File: src/rtl/stream_decryptor.sv
`timescale 1ns/1ps
// Chained-XOR stream decryptor: p[i] = c[i] ^ c[i-1], chain seeded with SEED
// at msg_start, plaintext buffered in a DEPTH-entry FIFO.
// Ports: clk, rst_n (sync, active-low); msg_start/msg_end framing pulses;
//   ct_data/ct_valid/ct_ready ciphertext in; pt_data/pt_valid/pt_ready
//   plaintext out; busy, done, byte_cnt, fifo_cnt status.
module stream_decryptor #(
   parameter int         DEPTH = 8,
   parameter logic [7:0] SEED  = 8'h00
) (
   input  logic                     clk,
   input  logic                     rst_n,
   input  logic                     msg_start,
   input  logic                     msg_end,
   input  logic [7:0]               ct_data,
   input  logic                     ct_valid,
   output logic                     ct_ready,
   output logic [7:0]               pt_data,
   output logic                     pt_valid,
   input  logic                     pt_ready,
   output logic                     busy,
   output logic                     done,
   output logic [7:0]               byte_cnt,
   output logic [$clog2(DEPTH):0]   fifo_cnt
);

   localparam int AW = $clog2(DEPTH);
   localparam int CW = AW + 1;
   localparam logic [CW-1:0] FULL = CW'(DEPTH);

   typedef enum logic [1:0] {
      IDLE   = 2'd0,
      ACTIVE = 2'd1,
      DRAIN  = 2'd2
   } state_t;

   state_t state;
   state_t state_nxt;
   logic   done_q;

   logic [7:0]    chain;
   logic [7:0]    last_q;
   logic [7:0]    mem [DEPTH];
   logic [AW-1:0] wr_ptr;
   logic [AW-1:0] rd_ptr;

   logic start_load;
   logic push;
   logic pop;
   logic empty;
   logic full;

   assign empty      = (fifo_cnt == '0);
   assign full       = (fifo_cnt == FULL);
   assign start_load = (state == IDLE) && msg_start;
   assign push       = ct_valid && ct_ready;
   assign pop        = pt_valid && pt_ready;

   // State register; done is registered so it pulses in the first IDLE cycle
   always_ff @(posedge clk) begin
      if (!rst_n) begin
         state  <= IDLE;
         done_q <= 1'b0;
      end else begin
         state  <= state_nxt;
         done_q <= (state == DRAIN) && empty;
      end
   end

   always_comb begin
      state_nxt = state;
      unique case (state)
         IDLE:    if (msg_start) state_nxt = ACTIVE;
         ACTIVE:  if (msg_end)   state_nxt = DRAIN;
         DRAIN:   if (empty)     state_nxt = IDLE;
         default: state_nxt = IDLE;
      endcase
   end

   always_comb begin
      busy     = (state != IDLE);
      ct_ready = (state == ACTIVE) && !full;
      done     = done_q;
   end

   always_ff @(posedge clk) begin
      if (!rst_n) begin
         chain    <= SEED;
         byte_cnt <= '0;
         wr_ptr   <= '0;
         rd_ptr   <= '0;
         fifo_cnt <= '0;
         last_q   <= '0;
      end else begin
         if (start_load) begin
            chain    <= SEED;
            byte_cnt <= '0;
         end else if (push) begin
            chain    <= ct_data;
            byte_cnt <= byte_cnt + 8'd1;
         end
         if (push) wr_ptr <= wr_ptr + 1'b1;
         if (pop) begin
            rd_ptr <= rd_ptr + 1'b1;
            last_q <= mem[rd_ptr];
         end
         unique case ({push, pop})
            2'b10:   fifo_cnt <= fifo_cnt + 1'b1;
            2'b01:   fifo_cnt <= fifo_cnt - 1'b1;
            default: fifo_cnt <= fifo_cnt;
         endcase
      end
   end

   // Storage needs no reset: it is never visible while the FIFO is empty
   always_ff @(posedge clk) begin
      if (push) mem[wr_ptr] <= ct_data ^ chain;
   end

   // When empty, show the last byte handed out (0 after reset)
   assign pt_valid = !empty;
   assign pt_data  = pt_valid ? mem[rd_ptr] : last_q;

endmodule

File: config.mk
export PLATFORM = sky130hd
export DESIGN_NAME = stream_decryptor
export DESIGN_NICKNAME = d
export VERILOG_FILES = /design/src/rtl/stream_decryptor.sv
export SDC_FILE = /design/constraint.sdc
export NUM_CORES = 1
export LEC_CHECK = 0
export ABC_AREA = 0
export BUFFER_PORTS_ARGS = -buffer_cell sky130_fd_sc_hd__clkbuf_2
export CORE_UTILIZATION = 45
export DETAILED_ROUTE_END_ITERATION = 10
export PLACE_DENSITY = 0.65
export REMOVE_ABC_BUFFERS = 1
export SLEW_MARGIN = 5
export SYNTH_ARGS = -nofsm -noshare
export SYNTH_HDL_FRONTEND = slang
export SYNTH_SLANG_ARGS = --single-unit
export TNS_END_PERCENT = 5
File: constraint.sdc
create_clock -name clk -period 2.2 [get_ports clk]
set_input_delay 0.22 -clock clk [delete_from_list [all_inputs] [get_ports clk]]
set_output_delay 0.22 -clock clk [all_outputs]
set_load 0.03 [all_outputs]
==> qor.csv <==
stage,metric,value,unit
worst_setup_path,cp-start-kind,register,
floorplanning,die_h,99.6,um
yosys,ys_ff_latch,104,
drt,wl_met3,248,um
placed_design,dp_slack,19.4,ps
drt,drt_iter0_drc,91,
clock_network,clock-sinks,104,
worst_setup_path,crit_type,register to primary output,
clock_network,cts.clk_slew.worst_paths,100,ps
placed_design,placed_cell_area,0.00477,mm^2
worst_setup_path,r2r_cells,8,
placed_design,hpwl,5210,um
floorplanning,row_count,35,
worst_setup_path,ff2ff_setup_slack,130,ps
worst_setup_path,required,1980,ps
finish,n_antenna_cell,0,
worst_setup_path,worstSetupEndpointType,primary output,
drt,met2_length,3760,um
floorplanning,ios,38,
global_route,grt_overflow_total,0,
drt,drt_pass1_iterations,4,
worst_hold_path,hp-start,ct_data[4],
global_route,grt_max_degree,25,
worst_setup_path,critical_path.max_fanout,8,
worst_setup_path,reg2reg_from,fifo_cnt[0],
yosys,netlist_area,0.00429,mm^2
pwr,p_per_area,1040,mW/mm^2
yosys,synth_edf_count,64,
worst_setup_path,arrival,1900,ps
pwr,vdd_ir_drop_max,0.366,mV
floorplanning,fp.dieW,99.6,um
finish,areaGrowthSynthToFinish,17.8,%
sta,tightest_slew,682,ps
finish,final_area,0.00505,mm^2
clock_network,cts_buffers,9,
sta,maxSlewHeadroom,0.544,
drt,wl_per_cell,15.7,um
clock_network,root_buffer,clkbuf_8,
sta,layout_setup_ws,79.4,ps
global_route,grt_pass1_wl,12800,um
floorplanning,start_util,0.464,
status,status,"complete, no violations",
floorplanning,core-area,0.00924,mm^2
worst_hold_path,hold_end,chain[4],
drt,dr_total_vias,2562,
yosys,synth_cell_types,43,
clock_network,postCtsHoldBufs,0,
drt,wl,7890,um
pwr,p_leak,0.00178,uW
drt,detail-route-antenna-nets,0,
drt,wl_met1,3740,um
yosys,synth_area_per_cell,13.9,um^2
sta,drv_slew,0,
clock_network,clk_path_buf_depth,2,
finish,final_cell_mix,"edfxtp_1 (64), dfxtp_1 (35), buf_4 (32), clkbuf_2 (29), nand2_1 (27)",
worst_hold_path,hold_depth,3,
placed_design,gp_congestion,0.757,
yosys,ys_async_sr_fraction,0,
run,drv_cap,0,
drt,route.detailed.drc,0,
sta,fin_skew,14.1,ps
sta,fin_crit,2120,ps
global_route,antenna_found_initial,0,
global_route,globalRouteTotalUtil,0.173,
worst_hold_path,hold_path.class,input pin to register,
clock_network,cts_tree,done,
floorplanning,die-area,0.00992,mm^2
drt,top_layer,met4,
yosys,ys.flop_type,edfxtp_1,
finish,layout_commonest_cell,edfxtp_1,
global_route,grt_pass1_vias,2525,
drt,viasPerCell,5.09,
sta,min_period_over_period,0.964,
clock_network,clock_latency,360,ps
clock_network,htree_levels,3,
sta,finalSetupViolCount,0,
worst_setup_path,r2r_end,fifo_cnt[2],
yosys,ys_seq_area_frac,0.635,
finish,fin_nets,389,
yosys,synthCells,308,
finish,layout-drive-gt1-share,0.324,
sta,max_freq,0.472,GHz
sta,hold_viol_final,0,
placed_design,port-buffer-count,37,
yosys,yosys_warnings,0,
## power breakdown
group | switching, uW | internal [uW] | total, uW
clock | 662 | 421 | 1080
sequential | 83.3 | 2210 | 2290
combinational | 1110 | 763 | 1870
total | 1850 | 3390 | 5240
## how the worst max path moves through the flow
stage                start     endpoint  slack [ps]  cells after the start
2_1_floorplan  fifo_cnt[1]    mem[4][0]        -390                      4
3_3_place_gp   fifo_cnt[3]  fifo_cnt[2]         120                      8
3_5_place_dp   fifo_cnt[3]  fifo_cnt[2]          20                      8
4_1_cts           register   pt_data[3]           2                      5
5_1_grt           register   pt_data[2]         -20                      5
6_report          register   pt_data[3]          80                      5
## synth_stat cells, types with 2 or more instances
| library cell | n | area share |
|---|---|---|
| a21boi_0 | 3 | 0.0053 |
| a21oi_1 | 24 | 0.028 |
| a21oi_2 | 3 | 0.0061 |
| and2_1 | 6 | 0.0088 |
| buf_2 | 9 | 0.011 |
| clkbuf_1 | 4 | 0.0035 |
| dfxtp_1 | 40 | 0.19 |
| edfxtp_1 | 64 | 0.45 |
| ha_1 | 6 | 0.018 |
| inv_1 | 2 | 0.0018 |
| mux2i_1 | 11 | 0.026 |
| mux4_2 | 16 | 0.084 |
| nand2_1 | 27 | 0.024 |
| nand3_1 | 3 | 0.0035 |
| nand3b_1 | 2 | 0.0035 |
| nor2_1 | 16 | 0.014 |
| nor2b_1 | 5 | 0.0073 |
| nor3_1 | 4 | 0.0047 |
| nor3b_1 | 5 | 0.0088 |
| nor4_1 | 4 | 0.0058 |
| nor4b_1 | 3 | 0.0061 |
| o21ai_0 | 10 | 0.012 |
| or3_1 | 2 | 0.0029 |
| xnor2_1 | 10 | 0.020 |
| xor2_1 | 11 | 0.022 |
## sequential cells by signal (all words and copies together) (netlist names), named ones only
register,cells
wr_ptr,3
rd_ptr,3
last_q,8
byte_cnt,8
mem,64
chain,8
done,1
fifo_cnt,4
state,2
## layout make-up
class | instances | area [um^2]
well taps | 129 | 161
inverters | 3 | 16.3
fillers | 790 | 4190
clock inverters | 6 | 46.3
flip-flops and latches | 104 | 2730
multi-input cells | 184 | 1480
clock buffers | 10 | 128
repair buffers | 67 | 485
## worst max-delay path, cell delays in order, from the launching register on
cell and delay, ps:
dfxtp_4 390, clkbuf_16 170, mux4_2 510, mux2i_2 200, a21oi_1 100, buf_4 170
## routing by layer
layer,vias to the layer above,global-route usage
li1,1261,-
met1,1250,0.234
met2,42,0.277
met3,9,0.0379
met4,0,0.0633
met5,-,0
## logic make-up (layout without fill, tap and decap cells)
kind of cell	after synthesis	count (layout)	share of synthesized area
AO/OA/AOI/OAI	45	45	0.0601
XOR/XNOR	21	21	0.0429
adder cells (fa/ha/maj)	6	6	0.0175
buffers and inverters	20	86	0.0266
flip-flops	104	104	0.635
multiplexers	28	28	0.112
AND/OR/NAND/NOR	84	84	0.106
## timing repair
action / 4_1_cts / 5_1_grt
endpoints found under the setup margin: 8 / 9
gates cloned: 0 / 1
buffers inserted: 0 / 1
pin swaps: 0 / 2
endpoints found under the hold margin: 0 / 0
resized for setup: 15 / 18
## metrics by stage
| step | setup TNS (ps) | util | instances | total power (uW) | hold WS [ps] |
|---|---|---|---|---|---|
| floorplan | -11400 | - | 291 | 3450 | 338 |
| global placement | 0 | 0.516 | 485 | 3950 | 453 |
| detailed placement | 0 | 0.516 | 485 | 3990 | 462 |
| CTS | 0 | 0.540 | 501 | 5180 | 83.3 |
| global route | -42.4 | 0.547 | 503 | 5510 | 91.4 |
| finish | 0 | 0.547 | 503 | 5240 | 90.9 |
Note: power is estimated with default switching activity, not from simulation.
